File: src/rtl/bus_datapath_p.sv
// bus_datapath_p
// Parametrised single-bus processor datapath. It holds the register file and the
// PC, IR, Y, Z, HI, LO, MAR and MDR registers, an ALU, and an iterative signed
// multiply/divide unit.
//
// Ports:
//   clk, clr            rising-edge clock, asynchronous active-high clear
//   reg_in/reg_out      per-register load / bus-drive strobes
//   pc_in/pc_out/inc_pc PC load, drive and increment
//   *_in / *_out        load and bus-drive strobes for the special registers
//   z_in                capture the single-cycle ALU result into Z
//   mdr_in, read        MDR load: read=1 takes mdatain (when mem_rdy), read=0 takes bus
//   mem_rdy, mdatain    memory read handshake and data
//   c_value, c_out      immediate constant onto the bus
//   alu_op, alu_start   ALU operation code and MUL/DIV start
//   alu_busy, alu_done  MUL/DIV running / one-cycle completion pulse
//   div0                the last DIV had a zero divisor
//   mdr_wait            MDR load stalled on mem_rdy
//   bus_err             more than one bus driver is active
//   bus, ir_q, mar_q, pc_q  observed bus and register contents
//
// MUL/DIV sequencer:
//   state  | meaning
//   S_IDLE | waiting for alu_start with op MUL or DIV
//   S_RUN  | WIDTH iteration cycles, alu_busy=1
//   S_DONE | Z holds the result, alu_done=1 for one cycle
module bus_datapath_p #(
    parameter int WIDTH = 32,
    parameter int NREGS = 16,
    parameter int SHW   = 5
) (
    input  logic             clk,
    input  logic             clr,
    input  logic [NREGS-1:0] reg_in,
    input  logic [NREGS-1:0] reg_out,
    input  logic             pc_in,
    input  logic             pc_out,
    input  logic             inc_pc,
    input  logic             ir_in,
    input  logic             y_in,
    input  logic             mar_in,
    input  logic             hi_in,
    input  logic             lo_in,
    input  logic             hi_out,
    input  logic             lo_out,
    input  logic             zhi_out,
    input  logic             zlo_out,
    input  logic             mdr_out,
    input  logic             c_out,
    input  logic             z_in,
    input  logic             mdr_in,
    input  logic             read,
    input  logic             mem_rdy,
    input  logic [WIDTH-1:0] mdatain,
    input  logic [WIDTH-1:0] c_value,
    input  logic [3:0]       alu_op,
    input  logic             alu_start,
    output logic             alu_busy,
    output logic             alu_done,
    output logic             div0,
    output logic             mdr_wait,
    output logic             bus_err,
    output logic [WIDTH-1:0] bus,
    output logic [WIDTH-1:0] ir_q,
    output logic [WIDTH-1:0] mar_q,
    output logic [WIDTH-1:0] pc_q
);

    typedef enum logic [1:0] {S_IDLE, S_RUN, S_DONE} md_state_t;

    localparam int ND = NREGS + 7;

    localparam logic [3:0] OP_ADD  = 4'd0;
    localparam logic [3:0] OP_SUB  = 4'd1;
    localparam logic [3:0] OP_AND  = 4'd2;
    localparam logic [3:0] OP_OR   = 4'd3;
    localparam logic [3:0] OP_SHR  = 4'd4;
    localparam logic [3:0] OP_SHRA = 4'd5;
    localparam logic [3:0] OP_SHL  = 4'd6;
    localparam logic [3:0] OP_ROR  = 4'd7;
    localparam logic [3:0] OP_ROL  = 4'd8;
    localparam logic [3:0] OP_NEG  = 4'd9;
    localparam logic [3:0] OP_NOT  = 4'd10;
    localparam logic [3:0] OP_MUL  = 4'd11;
    localparam logic [3:0] OP_DIV  = 4'd12;

    logic [WIDTH-1:0] r_q [NREGS];
    logic [WIDTH-1:0] y_q, hi_q, lo_q, mdr_q, zhi_q, zlo_q;

    // ---------------- bus ----------------
    logic [ND-1:0]    drv;
    logic             multi;
    logic [WIDTH-1:0] bus_or;

    assign drv   = {reg_out, pc_out, hi_out, lo_out, zhi_out, zlo_out, mdr_out, c_out};
    // Clearing the lowest set bit leaves something only if two or more were set.
    assign multi = |(drv & (drv - ND'(1)));

    always_comb begin
        bus_or = '0;
        for (int i = 0; i < NREGS; i++) begin
            if (reg_out[i]) bus_or = bus_or | r_q[i];
        end
        if (pc_out)  bus_or = bus_or | pc_q;
        if (hi_out)  bus_or = bus_or | hi_q;
        if (lo_out)  bus_or = bus_or | lo_q;
        if (zhi_out) bus_or = bus_or | zhi_q;
        if (zlo_out) bus_or = bus_or | zlo_q;
        if (mdr_out) bus_or = bus_or | mdr_q;
        if (c_out)   bus_or = bus_or | c_value;
    end

    assign bus      = multi ? '0 : bus_or;
    assign bus_err  = multi;
    assign mdr_wait = mdr_in & read & ~mem_rdy;

    // ---------------- single-cycle ALU ----------------
    logic [SHW-1:0]     shamt;
    logic [2*WIDTH-1:0] rot_r, rot_l;
    logic [WIDTH-1:0]   alu_res;

    assign shamt = bus[SHW-1:0];
    assign rot_r = {y_q, y_q} >> shamt;
    assign rot_l = {y_q, y_q} << shamt;

    always_comb begin
        alu_res = '0;
        case (alu_op)
            OP_ADD:  alu_res = y_q + bus;
            OP_SUB:  alu_res = y_q - bus;
            OP_AND:  alu_res = y_q & bus;
            OP_OR:   alu_res = y_q | bus;
            OP_SHR:  alu_res = y_q >> shamt;
            OP_SHRA: alu_res = $signed(y_q) >>> shamt;
            OP_SHL:  alu_res = y_q << shamt;
            OP_ROR:  alu_res = rot_r[WIDTH-1:0];
            OP_ROL:  alu_res = rot_l[2*WIDTH-1:WIDTH];
            OP_NEG:  alu_res = -bus;
            OP_NOT:  alu_res = ~bus;
            default: alu_res = '0;
        endcase
    end

    // ---------------- MUL/DIV sequencer ----------------
    md_state_t        md_state, md_next;
    logic             md_div, neg_a, neg_b, b_zero;
    logic [WIDTH-1:0] mag_a, mag_b, acc_hi, acc_lo;
    logic [SHW-1:0]   cnt;
    logic             start_ok;
    logic [WIDTH-1:0] a_mag_in, b_mag_in;

    assign start_ok = (md_state == S_IDLE) && alu_start &&
                      ((alu_op == OP_MUL) || (alu_op == OP_DIV));
    assign a_mag_in = y_q[WIDTH-1] ? -y_q : y_q;
    assign b_mag_in = bus[WIDTH-1] ? -bus : bus;
    assign alu_busy = (md_state == S_RUN);
    assign alu_done = (md_state == S_DONE);

    always_ff @(posedge clk or posedge clr) begin
        if (clr) md_state <= S_IDLE;
        else     md_state <= md_next;
    end

    always_comb begin
        md_next = md_state;
        case (md_state)
            S_IDLE:  if (start_ok) md_next = S_RUN;
            S_RUN:   if (cnt == '0) md_next = S_DONE;
            S_DONE:  md_next = S_IDLE;
            default: md_next = S_IDLE;
        endcase
    end

    // One iteration step. MUL: shift-add with the product building in acc_hi:acc_lo.
    // DIV: restoring division, remainder in acc_hi, dividend shifting out of acc_lo
    // while quotient bits shift in.
    logic [WIDTH:0]     mul_sum, div_sh, div_diff;
    logic               div_ge;
    logic [WIDTH-1:0]   step_hi, step_lo;
    logic [2*WIDTH-1:0] prod, prod_s;
    logic [WIDTH-1:0]   quo_s, rem_s, dividend;

    assign mul_sum  = {1'b0, acc_hi} + (acc_lo[0] ? {1'b0, mag_a} : '0);
    assign div_sh   = {acc_hi, acc_lo[WIDTH-1]};
    assign div_diff = div_sh - {1'b0, mag_b};
    assign div_ge   = (div_sh >= {1'b0, mag_b});

    always_comb begin
        if (md_div) begin
            step_hi = div_ge ? div_diff[WIDTH-1:0] : div_sh[WIDTH-1:0];
            step_lo = {acc_lo[WIDTH-2:0], div_ge};
        end else begin
            step_hi = mul_sum[WIDTH:1];
            step_lo = {mul_sum[0], acc_lo[WIDTH-1:1]};
        end
    end

    assign prod     = {step_hi, step_lo};
    assign prod_s   = (neg_a ^ neg_b) ? -prod : prod;
    assign quo_s    = (neg_a ^ neg_b) ? -step_lo : step_lo;
    assign rem_s    = neg_a ? -step_hi : step_hi;
    assign dividend = neg_a ? -mag_a : mag_a;

    always_ff @(posedge clk or posedge clr) begin
        if (clr) begin
            md_div <= 1'b0;
            neg_a  <= 1'b0;
            neg_b  <= 1'b0;
            b_zero <= 1'b0;
            mag_a  <= '0;
            mag_b  <= '0;
            acc_hi <= '0;
            acc_lo <= '0;
            cnt    <= '0;
            div0   <= 1'b0;
            zhi_q  <= '0;
            zlo_q  <= '0;
        end else begin
            if (start_ok) begin
                md_div <= (alu_op == OP_DIV);
                neg_a  <= y_q[WIDTH-1];
                neg_b  <= bus[WIDTH-1];
                b_zero <= (bus == '0);
                mag_a  <= a_mag_in;
                mag_b  <= b_mag_in;
                acc_hi <= '0;
                acc_lo <= (alu_op == OP_DIV) ? a_mag_in : b_mag_in;
                cnt    <= SHW'(WIDTH - 1);
                if (alu_op == OP_DIV) div0 <= (bus == '0);
            end
            if (md_state == S_RUN) begin
                acc_hi <= step_hi;
                acc_lo <= step_lo;
                cnt    <= cnt - SHW'(1);
                if (cnt == '0) begin
                    if (!md_div) begin
                        zhi_q <= prod_s[2*WIDTH-1:WIDTH];
                        zlo_q <= prod_s[WIDTH-1:0];
                    end else if (b_zero) begin
                        zhi_q <= dividend;
                        zlo_q <= '1;
                    end else begin
                        zhi_q <= rem_s;
                        zlo_q <= quo_s;
                    end
                end
            end else if (z_in) begin
                zhi_q <= '0;
                zlo_q <= alu_res;
            end
        end
    end

    // ---------------- register loads ----------------
    always_ff @(posedge clk or posedge clr) begin
        if (clr) begin
            for (int i = 0; i < NREGS; i++) r_q[i] <= '0;
            pc_q  <= '0;
            ir_q  <= '0;
            y_q   <= '0;
            mar_q <= '0;
            hi_q  <= '0;
            lo_q  <= '0;
            mdr_q <= '0;
        end else begin
            for (int i = 0; i < NREGS; i++) begin
                if (reg_in[i]) r_q[i] <= bus;
            end
            if (pc_in)       pc_q <= bus;
            else if (inc_pc) pc_q <= pc_q + WIDTH'(1);
            if (ir_in)  ir_q  <= bus;
            if (y_in)   y_q   <= bus;
            if (mar_in) mar_q <= bus;
            if (hi_in)  hi_q  <= bus;
            if (lo_in)  lo_q  <= bus;
            if (mdr_in) begin
                if (!read)        mdr_q <= bus;
                else if (mem_rdy) mdr_q <= mdatain;
            end
        end
    end

endmodule

File: config.mk
export PLATFORM = sky130hd
export DESIGN_NAME = bus_datapath_p
export DESIGN_NICKNAME = d
export VERILOG_FILES = /design/src/rtl/bus_datapath_p.sv
export SDC_FILE = /design/constraint.sdc
export NUM_CORES = 2
export LEC_CHECK = 0
export BUFFER_PORTS_ARGS = -buffer_cell sky130_fd_sc_hd__buf_2
export CAP_MARGIN = 20
export CORE_UTILIZATION = 41
export CTS_CLUSTER_DIAMETER = 50
export DETAILED_ROUTE_END_ITERATION = 10
export PLACE_DENSITY = 0.59
export SYNTH_ARGS = -nofsm -noshare
export SYNTH_HDL_FRONTEND = slang
export SYNTH_SLANG_ARGS = --single-unit
File: constraint.sdc
create_clock -name clk -period 40.1 [get_ports clk]
set_input_delay 4.01 -clock clk [delete_from_list [all_inputs] [get_ports clk]]
set_output_delay 4.01 -clock clk [all_outputs]
set_load 0.03 [all_outputs]
* After elaboration in Yosys (flattened, before gate mapping)
Index checks and enable logic that the tools add are counted.
** Operators by class
- Reduce and logical (&&, ||, !) cells :: 15
- Equality and inequality tests :: 17
- Bitwise logic cells :: 30
- Multiplexer cells :: 59
- Magnitude comparators :: 1
- Add/subtract/negate cells :: 13
- Shifts and indexed selects :: 5
** Operators with widths (count)
- 32-bit 2-to-1 mux :: 52
- 32-bit OR :: 23
- 32-bit one-hot mux with 11 select lines :: 1
- 32-bit negation :: 5
- 64-bit 2-to-1 mux :: 1
- 64-bit negation :: 1
- 64-bit by 5-bit << shifter with 64-bit output :: 1
- 64-bit by 5-bit right shift with 32-bit output :: 1
- 32-bit subtractor :: 2
- 32-bit by 32-bit adder with 33-bit output :: 1
- 33-bit by 32-bit greater-or-equal comparator with 1-bit output :: 1
- 32-bit by 1-bit adder with 32-bit output (second input constant) :: 1
- 32-bit adder :: 1
- 32-bit AND :: 1
- 32-bit zero test :: 1
- 32-bit NOT :: 1
- 32-bit by 5-bit << shifter with 32-bit output :: 1
- 32-bit by 5-bit right shift with 32-bit output :: 1
- 32-bit by 5-bit >>> shifter with 32-bit output :: 1
- 23-bit AND :: 1
- 23-bit OR reduction :: 1
- 23-bit by 1-bit subtractor with 23-bit output (second input constant) :: 1
- 4-bit == test (second input constant) :: 5
- 4-bit by 3-bit == test with 1-bit output (second input constant) :: 4
- 20 further kinds :: 31
** Storage, ports and cells
- Logic and storage cells :: 176
- Register bits after elaboration :: 940
- Output and inout port bits :: 133

* Depth between registers and ports, before layout
- Depth in word-level cells :: 51
- Mapped depth :: 30

* Least setup slack after synthesis
No wires, ideal clock.
- Kind :: input to output
- Start point :: input reg_out[8]
- End point :: output bus[8]
- Buffers on the path :: 5
- Setup slack :: 28667 ps
- Cell stages on the path :: 13
- Data arrival time :: 7423 ps
- Path through :: clkbuf_1 > or3_1 > or4_1 > a21oi_1 > nor3_1 > a221o_1 > nor2_1 > inv_2 > clkbuf_1 > buf_1 > a21oi_1 > clkbuf_1 > clkbuf_1
** Between the ends
- Elaborated cells between the ends (all ways) :: 33
** RTL lines
- start: declaration :: line 35 : input logic [NREGS-1:0] reg_out,
- 23-bit by 1-bit subtractor with 23-bit output :: line 97 : assign multi = |(drv & (drv - ND'(1)));
- 23-bit AND * :: line 97
- 23-bit OR reduction * :: line 97
- named net bus_err :: line 62 : output logic bus_err,
- 32-bit 2-to-1 mux * :: line 113 : assign bus = multi ? '0 : bus_or;
- end: declaration :: line 63 : output logic [WIDTH-1:0] bus,
The timed path passes the listed nets; every way through them passes the cells marked *.

* Worst setup path in the final report
- Start point :: input pc_out
- End point :: output bus[5]
** Between the ends
- Longest elaborated chain between the ends :: 14
- Elaborated cells between the ends (all ways) :: 17
** RTL lines
- start: declaration :: line 37 : input logic pc_out,
- 32-bit 2-to-1 mux :: line 104 : if (pc_out) bus_or = bus_or | pc_q;
- 32-bit OR :: line 105 : if (hi_out) bus_or = bus_or | hi_q;
- 32-bit 2-to-1 mux :: line 105
- 32-bit OR :: line 106 : if (lo_out) bus_or = bus_or | lo_q;
- 32-bit 2-to-1 mux :: line 106
- 32-bit OR :: line 107 : if (zhi_out) bus_or = bus_or | zhi_q;
- 32-bit 2-to-1 mux :: line 107
- 32-bit OR :: line 108 : if (zlo_out) bus_or = bus_or | zlo_q;
- 32-bit 2-to-1 mux :: line 108
- 32-bit OR :: line 109 : if (mdr_out) bus_or = bus_or | mdr_q;
- 32-bit 2-to-1 mux :: line 109
- 32-bit OR :: line 110 : if (c_out) bus_or = bus_or | c_value;
- 32-bit 2-to-1 mux :: line 110
- 32-bit 2-to-1 mux * :: line 113
Every way passes the cells marked *; elsewhere a longest branch is shown, timed or not.

==> impl_metrics.ini <==
[routing]
via_per_inst = 6.97
wl_per_cell_um = 38.0
drt_iter0_drc = 9337
drtAntennaViolNets = 0
drc = 0
vias = 61589
finalWirelength_um = 336000
first_pass_iters = 10

[setup_path]
required_ns = 36.09
reg2reg_from = zhi_q[1]
worst_ep_arrival_time_ns = 8.60
rr_worst_depth = 24
crit_type = in2out
worstSetupStartpointType = primary input
crit_path_end_kind = output pin
cp_max_fo = 36
reg2reg_slack_ns = 32.33
timing.rr.end = zlo_q[25]

[clock_network]
cts_tree = built
hold_buffers = 0
clock-sinks = 940
cts_made_buffers = 134
clk_latency_ns = 0.81
path_clk_slew_ns = 0.06
cts_buffer_depth = 3
htree_num_levels = 4
post_cts_buffers = 0
cts_resized = 0
root_buffer = clkbuf_16

[synth]
synth_top_area_frac = 0.381
ys_seq_area_frac = 0.381
synth-async-reset-ratio = 1.00
ys_top_cells_by_area = dfrtp_1, mux2_2, nand2_1, a22oi_1, o21ai_0
syn_area_per_cell_um2 = 9.24
ys_warn_count = 0
postSynthCellCount = 6683
synth_area_mm2 = 0.0618
ys_ff_latch = 940
ys.flop_type = dfrtp_1
synth_nets = 6921
yosys.area.top_type = dfrtp_1
ys_types = 107
synth_edf_count = 0

[placed_design]
place_inst = 8584
io_buffers = 253
dp_hpwl_um = 239000
gp_congestion = 1.08

[die]
chipWidth_um = 390
pin_count = 254
dieArea_mm2 = 0.152
core_mm2 = 0.150
start_util = 0.413
rows = 142
die_h_um = 390

[timing]
finalMaxSlewViolations = 0
fin_crit_ns = 12.61
hold_viol = 0
slew_headroom = 0.0867
min_period_over_period = 0.314
fin_skew_ns = 0.0574
fin_tns_setup_ns = 0
max_freq_mhz = 79.3
worst_pin_slew_ns = 1.36
whs_ns = 0.480
setup_viol_count_final = 0
rsz0062_at_grt = false

[min_path]
min_path_type = reg2reg
min_path_cells = 1
min_to = cnt[4]
worstHoldStart = cnt[4]

[power]
vdd_ir_drop_max_v = 0.0000373
power.density_mw_per_mm2 = 55.9
total_leakage_power_nw = 31.4

[final_layout]
nNetsFinal = 6945
fin_cells = 8840
multiInputGateArea_mm2 = 0.0358
drive_above_1_share = 0.228
nFillCells = 14425
synthToLayoutAreaGrowth_pct = 13.5
seq_area_mm2 = 0.0235

[outcome]
status = completed

[global_routing]
antenna_found_initial = 24
grt_max_degree = 142
grt_pass1_wl_um = 468000
overflow = 0
grt_use_total = 0.432
grt_pass1_vias = 58851

[flow_run]
maxCapViolations = 0
synthesized netlist by cell type (49+ instances only):
library cell	count
nor4_1	50
nand2_1	629
mux2_2	682
or3_1	58
nor2_1	354
and2_1	68
o31ai_1	51
buf_1	109
o22ai_1	49
nor3_1	149
xnor2_1	149
a211oi_1	73
ha_1	114
inv_1	105
o211ai_1	64
mux2i_1	117
a22oi_1	288
and3_1	50
a21o_1	49
nand4_1	112
dfrtp_1	940
a31oi_1	90
a21oi_1	347
xor2_1	135
a221oi_1	55
nand3_1	184
clkbuf_1	454
o21ai_0	430
where the power goes:
| group | switching, mW | internal (mW) | total [mW] |
|---|---|---|---|
| Clock | 0.512 | 0.730 | 1.24 |
| Combinational | 1.06 | 0.491 | 1.55 |
| Sequential | 0.109 | 1.02 | 1.13 |
| Total | 1.68 | 2.24 | 3.92 |
sequential cells by signal, summed over array words and instances, names as in the netlist, 2 cells and up:
signal / count
mdr_q: 32
y_q: 32
md_state: 2
ir_q: 32
zlo_q: 32
r_q: 512
mag_a: 32
cnt: 5
acc_hi: 32
hi_q: 32
mag_b: 32
lo_q: 32
pc_q: 32
zhi_q: 32
acc_lo: 32
mar_q: 32
per-stage QoR:
stage | cell area, µm² | power, mW | setup slack, ns | utilization
finish | 70100 | 3.92 | 27.49 | 0.469
global route | 70100 | 4.06 | 27.39 | 0.468
CTS | 70000 | 3.87 | 27.67 | 0.468
detailed placement | 65400 | 2.62 | 27.68 | 0.437
global placement | 65300 | 2.62 | 27.65 | 0.437
floorplan | 61800 | 2.09 | 9.66 | -
area by class of cell:
class,count,share of cell area
clock inverter,71,0.0143
antenna,16,0.000571
inverter,114,0.00621
timing repair buffer,499,0.0448
sequential,940,0.336
clock buffer,166,0.0526
tap,2016,0.0360
multi-input combinational,5018,0.510
cell families after synthesis:
group | count (synthesis) | share of synthesized area
compound gates | 1996 | 0.221
fa+ha+maj | 119 | 0.0244
xor+xnor | 284 | 0.0403
buf+inv | 725 | 0.0456
simple gates | 1819 | 0.144
mux | 800 | 0.144
flops | 940 | 0.381
cell usage in the layout (no fill, tap or decap), drive strengths merged, types with 169 or more instances in the layout:
| cell | n |
|---|---|
| a22oi | 288 |
| nand2 | 630 |
| nor2 | 354 |
| nand3 | 188 |
| a21oi | 348 |
| o21ai | 446 |
| mux2 | 682 |
| buf | 496 |
| clkbuf | 169 |
| dfrtp | 940 |
worst max-delay path by stage:
stage / cells past startpoint / to / slack (ns) / startpoint
after floorplan: 1 / acc_hi[0] / 9.66 / clr
after global placement: 13 / bus[5] / 27.65 / pc_out
after detailed placement: 13 / bus[5] / 27.68 / pc_out
after CTS: 13 / bus[5] / 27.67 / pc_out
after global routing: 13 / bus[5] / 27.39 / pc_out
final: 13 / bus[5] / 27.49 / pc_out
layer usage:
metal	global-route usage	vias up	wire [µm]
li1	-	25090	-
met2	0.626	4362	142000
met4	0.240	22	20800
met3	0.138	1005	41600
met5	0	-	147
met1	0.568	31110	132000
worst max-delay path, cell delays in order:
cell,delay [ns]
buf_2,0.10
buf_4,0.31
nor4_1,0.59
nand4bb_1,0.34
nor3_1,0.41
o2111ai_4,0.63
buf_4,0.52
nor2_4,0.16
inv_2,0.31
buf_4,0.37
nor2_2,0.14
buf_4,0.35
buf_2,0.28
Power figures use the tool's default switching activity.
